### config.mk
export PLATFORM = sky130hd
export DESIGN_NAME = serializer_flat
export DESIGN_NICKNAME = d
export VERILOG_FILES = /design/src/rtl/serializer_pkg.sv /design/src/rtl/serializer_if.sv /design/src/rtl/serializer.sv /design/src/flat_wrapper.sv
export SDC_FILE = /design/constraint.sdc
export NUM_CORES = 1
export LEC_CHECK = 0
export ABC_AREA = 1
export BUFFER_PORTS_ARGS = -buffer_cell sky130_fd_sc_hd__buf_2
export CORE_MARGIN = 2
export CORE_UTILIZATION = 53
export DETAILED_ROUTE_END_ITERATION = 10
export HOLD_SLACK_MARGIN = 0.05
export PLACE_DENSITY_LB_ADDON = 0.15
export SLEW_MARGIN = 20
export SYNTH_ARGS = -nofsm -noshare
export SYNTH_HDL_FRONTEND = slang
export SYNTH_SLANG_ARGS = --single-unit
### constraint.sdc
create_clock -name clk_i -period 1.3 [get_ports clk_i]
set_input_delay 0.065 -clock clk_i [delete_from_list [all_inputs] [get_ports clk_i]]
set_output_delay 0.065 -clock clk_i [all_outputs]
set_load 0.03 [all_outputs]
### src/rtl/serializer_pkg.sv
// -----------------------------------------------------------------------------
// serializer_pkg
// Shared types and helpers for the parallel-to-serial converter.
//   ser_state_t   : two-state FSM encoding (IDLE / SEND)
//   MIN_LEN       : shortest word length that is accepted
//   mod_to_len()  : converts the bit-count input into a word length
//   len_is_legal(): tells whether a decoded length may be accepted
// The helpers use plain integer arguments so that both the RTL and the
// testbench scoreboard can call them regardless of the bus width.
// -----------------------------------------------------------------------------
package serializer_pkg;

    typedef enum logic {
        IDLE = 1'b0,
        SEND = 1'b1
    } ser_state_t;

    localparam int unsigned MIN_LEN = 32'd3;

    // A bit count of zero stands for a full word of 'width' bits.
    function automatic int unsigned mod_to_len(input int unsigned mod,
                                               input int unsigned width);
        int unsigned len;
        if (mod == 32'd0) begin
            len = width;
        end else begin
            len = mod;
        end
        return len;
    endfunction

    // Lengths of one or two bits are too short for the downstream framing.
    function automatic logic len_is_legal(input int unsigned len);
        logic ok;
        if (len >= MIN_LEN) begin
            ok = 1'b1;
        end else begin
            ok = 1'b0;
        end
        return ok;
    endfunction

endpackage

### src/rtl/serializer_if.sv
// -----------------------------------------------------------------------------
// serializer_if
// Groups the request side and the serial side of the serializer.
//   data_i         : parallel word, MSB is sent first
//   data_mod_i     : number of MSBs to send, 0 = whole word
//   data_val_i     : one-cycle request strobe
//   ser_data_o     : serial bit
//   ser_data_val_o : serial bit valid
//   busy_o         : word being shifted out
// Modports: master = word producer, slave = serializer.
// -----------------------------------------------------------------------------
interface serializer_if #(
    parameter int DATA_BUS_WIDTH = 16
);
    import serializer_pkg::*;

    localparam int MOD_WIDTH = $clog2(DATA_BUS_WIDTH);

    logic [DATA_BUS_WIDTH-1:0] data_i;
    logic [MOD_WIDTH-1:0]      data_mod_i;
    logic                      data_val_i;
    logic                      ser_data_o;
    logic                      ser_data_val_o;
    logic                      busy_o;

    modport master (
        output data_i,
        output data_mod_i,
        output data_val_i,
        input  ser_data_o,
        input  ser_data_val_o,
        input  busy_o
    );

    modport slave (
        input  data_i,
        input  data_mod_i,
        input  data_val_i,
        output ser_data_o,
        output ser_data_val_o,
        output busy_o
    );

endinterface

### src/rtl/serializer.sv
// -----------------------------------------------------------------------------
// serializer
// Parallel-to-serial converter. A request latches a word and a bit count;
// the selected MSBs are then shifted out one per clock with a valid flag.
// Ports:
//   clk_i    : clock, rising edge
//   arst_n_i : asynchronous active-low reset
//   bus      : serializer_if.slave (request inputs, serial outputs, busy)
// Timing: accept at edge N, bit k registered at edge N+1+k, outputs return
// to zero at edge N+len+1. The FSM is back in IDLE after the last-bit edge,
// so the next word can be accepted at edge N+len+1.
// -----------------------------------------------------------------------------
module serializer
    import serializer_pkg::*;
#(
    parameter int DATA_BUS_WIDTH = 16
) (
    input  logic           clk_i,
    input  logic           arst_n_i,
    serializer_if.slave    bus
);

    localparam int MOD_WIDTH = $clog2(DATA_BUS_WIDTH);
    localparam int CNT_WIDTH = MOD_WIDTH + 1;
    localparam logic [CNT_WIDTH-1:0] CNT_ZERO = {CNT_WIDTH{1'b0}};
    localparam logic [CNT_WIDTH-1:0] CNT_ONE  = {{(CNT_WIDTH-1){1'b0}}, 1'b1};

    ser_state_t                state_r;
    ser_state_t                state_next_s;
    logic [DATA_BUS_WIDTH-1:0] shift_r;
    logic [CNT_WIDTH-1:0]      cnt_r;
    logic [CNT_WIDTH-1:0]      len_s;
    logic                      len_ok_s;
    logic                      accept_s;
    logic                      last_s;
    logic                      ser_data_next_s;
    logic                      ser_val_next_s;
    logic                      busy_next_s;
    logic                      ser_data_r;
    logic                      ser_val_r;
    logic                      busy_r;

    // Request decode: length, legality, acceptance and last-bit detection.
    always_comb begin
        len_s    = CNT_WIDTH'(mod_to_len(32'(bus.data_mod_i), 32'(DATA_BUS_WIDTH)));
        len_ok_s = len_is_legal(32'(len_s));
        // Acceptance follows the FSM rather than the registered busy flag so
        // that a word can follow on the edge where busy drops.
        if (bus.data_val_i && (state_r == IDLE) && len_ok_s) begin
            accept_s = 1'b1;
        end else begin
            accept_s = 1'b0;
        end
        if ((state_r == SEND) && (cnt_r == CNT_ONE)) begin
            last_s = 1'b1;
        end else begin
            last_s = 1'b0;
        end
    end

    // FSM state register.
    always_ff @(posedge clk_i or negedge arst_n_i) begin
        if (!arst_n_i) begin
            state_r <= IDLE;
        end else begin
            state_r <= state_next_s;
        end
    end

    // FSM next-state logic.
    always_comb begin
        state_next_s = state_r;
        case (state_r)
            IDLE: begin
                if (accept_s) begin
                    state_next_s = SEND;
                end else begin
                    state_next_s = IDLE;
                end
            end
            SEND: begin
                if (last_s) begin
                    state_next_s = IDLE;
                end else begin
                    state_next_s = SEND;
                end
            end
            default: begin
                state_next_s = IDLE;
            end
        endcase
    end

    // FSM output decode; these values are registered before leaving the block.
    always_comb begin
        ser_data_next_s = 1'b0;
        ser_val_next_s  = 1'b0;
        busy_next_s     = 1'b0;
        case (state_r)
            IDLE: begin
                ser_data_next_s = 1'b0;
                ser_val_next_s  = 1'b0;
                busy_next_s     = 1'b0;
            end
            SEND: begin
                ser_data_next_s = shift_r[DATA_BUS_WIDTH-1];
                ser_val_next_s  = 1'b1;
                busy_next_s     = 1'b1;
            end
            default: begin
                ser_data_next_s = 1'b0;
                ser_val_next_s  = 1'b0;
                busy_next_s     = 1'b0;
            end
        endcase
    end

    // Shift register and bit counter.
    always_ff @(posedge clk_i or negedge arst_n_i) begin
        if (!arst_n_i) begin
            shift_r <= {DATA_BUS_WIDTH{1'b0}};
            cnt_r   <= CNT_ZERO;
        end else if (accept_s) begin
            shift_r <= bus.data_i;
            cnt_r   <= len_s;
        end else if (state_r == SEND) begin
            shift_r <= {shift_r[DATA_BUS_WIDTH-2:0], 1'b0};
            // Saturate at zero so the counter can never wrap.
            if (cnt_r != CNT_ZERO) begin
                cnt_r <= cnt_r - CNT_ONE;
            end else begin
                cnt_r <= cnt_r;
            end
        end else begin
            shift_r <= shift_r;
            cnt_r   <= cnt_r;
        end
    end

    // Output registers.
    always_ff @(posedge clk_i or negedge arst_n_i) begin
        if (!arst_n_i) begin
            ser_data_r <= 1'b0;
            ser_val_r  <= 1'b0;
            busy_r     <= 1'b0;
        end else begin
            ser_data_r <= ser_data_next_s;
            ser_val_r  <= ser_val_next_s;
            busy_r     <= busy_next_s;
        end
    end

    assign bus.ser_data_o     = ser_data_r;
    assign bus.ser_data_val_o = ser_val_r;
    assign bus.busy_o         = busy_r;

endmodule

### src/flat_wrapper.sv
// flat-port wrapper written by rule: the top's interface ports become plain ports
module serializer_flat import serializer_pkg::*;
#(
    parameter int DATA_BUS_WIDTH = 16
)
  (clk_i, arst_n_i, bus_data_i, bus_data_mod_i, bus_data_val_i, bus_ser_data_o, bus_ser_data_val_o, bus_busy_o);
  serializer_if #(.DATA_BUS_WIDTH(DATA_BUS_WIDTH)) bus_i ();
  input  logic clk_i;
  input  logic arst_n_i;
  input wire logic [$bits(bus_i.data_i)-1:0] bus_data_i;
  input wire logic [$bits(bus_i.data_mod_i)-1:0] bus_data_mod_i;
  input wire logic [$bits(bus_i.data_val_i)-1:0] bus_data_val_i;
  output wire logic [$bits(bus_i.ser_data_o)-1:0] bus_ser_data_o;
  output wire logic [$bits(bus_i.ser_data_val_o)-1:0] bus_ser_data_val_o;
  output wire logic [$bits(bus_i.busy_o)-1:0] bus_busy_o;
  assign bus_i.data_i = bus_data_i;
  assign bus_i.data_mod_i = bus_data_mod_i;
  assign bus_i.data_val_i = bus_data_val_i;
  assign bus_ser_data_o = bus_i.ser_data_o;
  assign bus_ser_data_val_o = bus_i.ser_data_val_o;
  assign bus_busy_o = bus_i.busy_o;
  serializer #(.DATA_BUS_WIDTH(DATA_BUS_WIDTH)) u_core (.clk_i(clk_i), .arst_n_i(arst_n_i), .bus(bus_i));
endmodule
Yosys cells after proc, flatten, opt, wreduce, memory -nomap -nowiden
Cells that the tools add are included.
{ "word_totals": {"input_bits": 23, "output_inout_bits": 3, "ff_bits": 24} }
{ "op_classes": {"reduce_logical": 8, "addsub": 1, "n_eq_ne": 1, "n_lt_le_gt_ge": 1, "mux": 14, "bitwise": 1} }
{ "ops": {"columns": ["cell", "count"], "rows": [
  ["16-bit two-way mux", 2],
  ["5-bit two-way mux", 4],
  ["1-bit case mux with 2 select lines", 3],
  ["5-bit by 1-bit == test with 1-bit output, second input constant", 1],
  ["5-bit by 2-bit >= comparator with 1-bit output, second input constant", 1],
  ["1-bit two-way mux", 5],
  ["5-bit nonzero test", 1],
  ["5-bit by 1-bit subtractor with 5-bit output, second input constant", 1],
  ["4-bit zero test", 1],
  ["2-bit nonzero test", 2],
  ["1-bit logical AND", 3],
  ["2-bit AND reduction", 1],
  ["1-bit NOT", 1]
]} }

Longest topological paths before layout
{ "depth": {"word_depth": 8, "ltp_mapped": 9, "depth_no_buf": 9} }

Worst setup path after synthesis
No wires, ideal clock.
{ "synth_path": {"path_type": "reg2reg", "startpoint": "reg u_core.cnt_r[0]", "endpoint": "reg u_core.cnt_r[0]", "path_stages_with_launch": 9, "path_buffers": 0, "setup_time_ps": 117, "t_arrival_ps": 1012, "t_required_ps": 1183, "setup_slack_ps": 171, "cell_sequence": "dfrtp_1 inv_1 ha_1 nand3_1 nand2_1 nand2_2 inv_2 nand2_1 nand2_1"} }
{ "synth_between": {"elab_chain_cells": 4, "word_cells_on_any_way": 7} }
{ "synth_lines": {"columns": ["element", "line_no", "text"], "rows": [
  ["start: declaration", "serializer.sv:31", "logic [CNT_WIDTH-1:0] cnt_r;"],
  ["start signal: assignment", "serializer.sv:125", "cnt_r <= len_s;"],
  ["start signal: assignment", "serializer.sv:130", "cnt_r <= cnt_r - CNT_ONE;"],
  ["start signal: assignment", "serializer.sv:132", "cnt_r <= cnt_r;"],
  ["5-bit by 1-bit subtractor with 5-bit output", "serializer.sv:130", null],
  ["5-bit two-way mux", "serializer.sv:129", "if (cnt_r != CNT_ZERO) begin"],
  ["5-bit two-way mux", "serializer.sv:126", "end else if (state_r == SEND) begin"],
  ["5-bit two-way mux", "serializer.sv:123", "end else if (accept_s) begin"]
]} }
Parallel ways exist; a longest one is shown, timed or not. The select of a mux whose other input is x is not followed.
A chain may end at the register's enable or synchronous reset.

Worst setup path in the final report
{ "layout_path": {"startpoint": "reg u_core.cnt_r[0]", "endpoint": "reg u_core.cnt_r[2]"} }
Same word-level chain as after synthesis.

==> results.md <==
* Status: finished clean
* 1st-iter DRT viols at 46
* Final worst slack at around 83 ps
* CP max stage delay at approximately 450 ps
* Largest cells by area after synthesis: dfrtp_1, nand2_1, nand3_1
* Critical Path RT at roughly 1500 ps
* Design area at approximately 1600 sq um
* Arrival time worst endpoint at roughly 1400 ps
* Setup-failing EPs final at 0
* Cell count after synthesis at 154
* Placer Congestion at about 0.79
* Non-Filler Instances at between 200 and 250
* Synth Cell Area at 1230 sq um
* Clock Skew at 1.30 ps
* Wire per inst at ~13 um
* Area leader, netlist: dfrtp_1
* Final Net Count at between 200 and 250
* Worst Path Max Fanout at 4
* Total track usage at a little under a quarter
* Relative slew slack at about 65%
* Clk pin slew, worst setup/hold paths at 120 ps
* Sequential-to-total area share from yosys stat at 48.8%
* Gr ovfl total at 0
* CTS Root Cell: clkbuf_4
* Initial antenna violation count at 0
* Worst path slowest cell: dfrtp_1
* Final hold slack at between 100 and 150 ps
* Sink Count at 24
* CTS tree: done
* Layout cells sized above 1 at ~25%
* Commonest cells after routing, fill and taps aside: nand2_1, nand3_1, buf_2
* RSZ-0062 raised after global routing: no
* Port Buffer Count at 25
* Worst-Skew Late Latency at 300 ps
* Die span in x at about 52 um
* Cell mode on critical path: nand3_1
* Post-route ant nets at 0
* DR pass1 iterations at 4
* Worst-Margin Slew at about 530 ps
* Core area at approximately 2200 sq um
* Worst VDD drop at approximately 1.4 mV
* Routed WL at 2840 um
* Die height at between 50 and 60 um
* Pin count of the biggest net entering global routing at 25
* Final hold violations at 0
* Crit Path Category: reg -> reg
* ANT cells at 0
* Vias in the first global route at about 1200
* DP HPWL at between 1500 and 2000 um
* Final core utilization at around 73%
* Critical Path, Cell by Cell: inv_2 > ha_1 > nand3_2 > nand2_2 > inv_1 > nand3_1 > nand3_1
* Commonest non-fill, non-tap cell in the layout: nand2_1
* Share of Yosys cell area claimed by the top area cell type at 48.8%
* Max-cap viol count at 0
* Hold WC Path Type: in -> reg
* Syn_nets at 180
* Global-route wire length before repair at around 4700 um
* Startpoint Class: register
* Tcrit/Tclk final at between 90% and 100%
* Die area at 2720 sq um
* Starting Density at 55.6%
* Vias per cell at between 5 and 6
* Synthesis-to-layout area growth at 30.9%
* Synthesized area per cell at 7.99 sq um
* CP Capture Type: register
* Unique masters post-synth at 19
* Setup TNS Final at 0 ps
* Static Leak at a little over 0.8 nW
* Via count at 1189
* Placed cell areas at between 1000 and 1500 sq um
* IO Count at 26
* Pwr Density at approximately 2000 nW/um^2
* Placement Rows at 17
* Dpl cells at between 200 and 250
* Final total power at 3.15 mW
* Fmax at approximately 820 MHz
* CTS Buffer Depth at 2
* Final min period at roughly 1200 ps
* Num CTS Buffers at 3
* H-tree depth at 1
* Setup WS pre-CTS at between 50 and 60 ps
* Flops & latches, synth at 24
* Synth warn at 0
* Final Max Tran Viols at 0
* Drt drc at 0
[state kept, by name (all words and copies together) (netlist names)]
| name | flops |
|---|---|
| u_core.shift_r | 16 |
| u_core.cnt_r | 5 |
| u_core.bus.ser_data_val_o | 1 |
| u_core.bus.ser_data_o | 1 |
| u_core.state_r | 1 |
[layout make-up]
class                      instances  area [sq um]
fill                             184           602
sequential                        24           601
multi-input combinational        113           563
timing repair buffer              48           345
inverter                          11          43.8
tap                               28          35.0
clock buffer                       3          22.5
[where the power goes]
group          internal [mW]  switching, mW
clock network          0.108          0.208
logic                  0.587          0.932
registers               1.09          0.230
total                   1.79           1.37
[worst max-delay path: cells and delay by family, from the launching register on]
family	cells	cell delay (ps)
fa+ha+maj	1	170
simple gates	4	330
buf+inv	2	170
flops	1	450
[per-layer routing]
metal / wire [um] / vias to the layer above / track usage, % / share of wire [%]
li1: - / 588 / - / -
met3: 178 / 4 / 3.71 / 6.3
met5: 0 / - / 0 / 0
met1: 1260 / 552 / 27.0 / 44
met4: 15 / 0 / 7.69 / 0.53
met2: 1390 / 45 / 42.4 / 49
[synthesized netlist by cell type]
| library cell | count |
|---|---|
| buf_4 | 3 |
| buf_2 | 3 |
| nand3_2 | 1 |
| nor2_2 | 3 |
| nand4_1 | 1 |
| xor2_1 | 1 |
| xnor2_1 | 1 |
| nor2_1 | 1 |
| nand2_4 | 1 |
| nand2_1 | 56 |
| nand2_2 | 1 |
| inv_4 | 1 |
| inv_2 | 4 |
| dfrtp_1 | 24 |
| o21ai_0 | 1 |
| inv_1 | 6 |
| ha_1 | 3 |
| buf_6 | 1 |
| nand3_1 | 42 |
[worst paths after layout]
check / start / end / slack (ps) / cells after the start
min in group asynchronous: arst_n_i / u_core.shift_r[3] / 260 / 2
worst max-delay path: u_core.cnt_r[0] / u_core.cnt_r[2] / 80 / 7
worst max register to register: u_core.cnt_r[0] / u_core.cnt_r[2] / 80 / 7
worst min register to register: u_core.shift_r[12] / u_core.shift_r[13] / 510 / 2
max in group asynchronous: arst_n_i / u_core.shift_r[12] / 690 / 2
worst min-delay path: bus_data_mod_i[0] / u_core.cnt_r[0] / 120 / 5
[kinds of logic after synthesis]
| group | Yosys count | share of synthesized area, % |
|---|---|---|
| adders and majority gates | 3 | 3.05 |
| buffers and inverters | 18 | 7.53 |
| AOI/OAI and AO/OA | 1 | 0.407 |
| DFF | 24 | 48.8 |
| xor gates and xnor gates | 2 | 1.42 |
| and+or+nand+nor | 106 | 38.8 |
[what timing repair did]
action	CTS	global route
setup endpoints to repair	0	14
hold buffers	19	0
hold endpoints to repair	42	0
gates resized for setup	0	7
setup buffers	0	1
(Power assumes the default switching activity.)
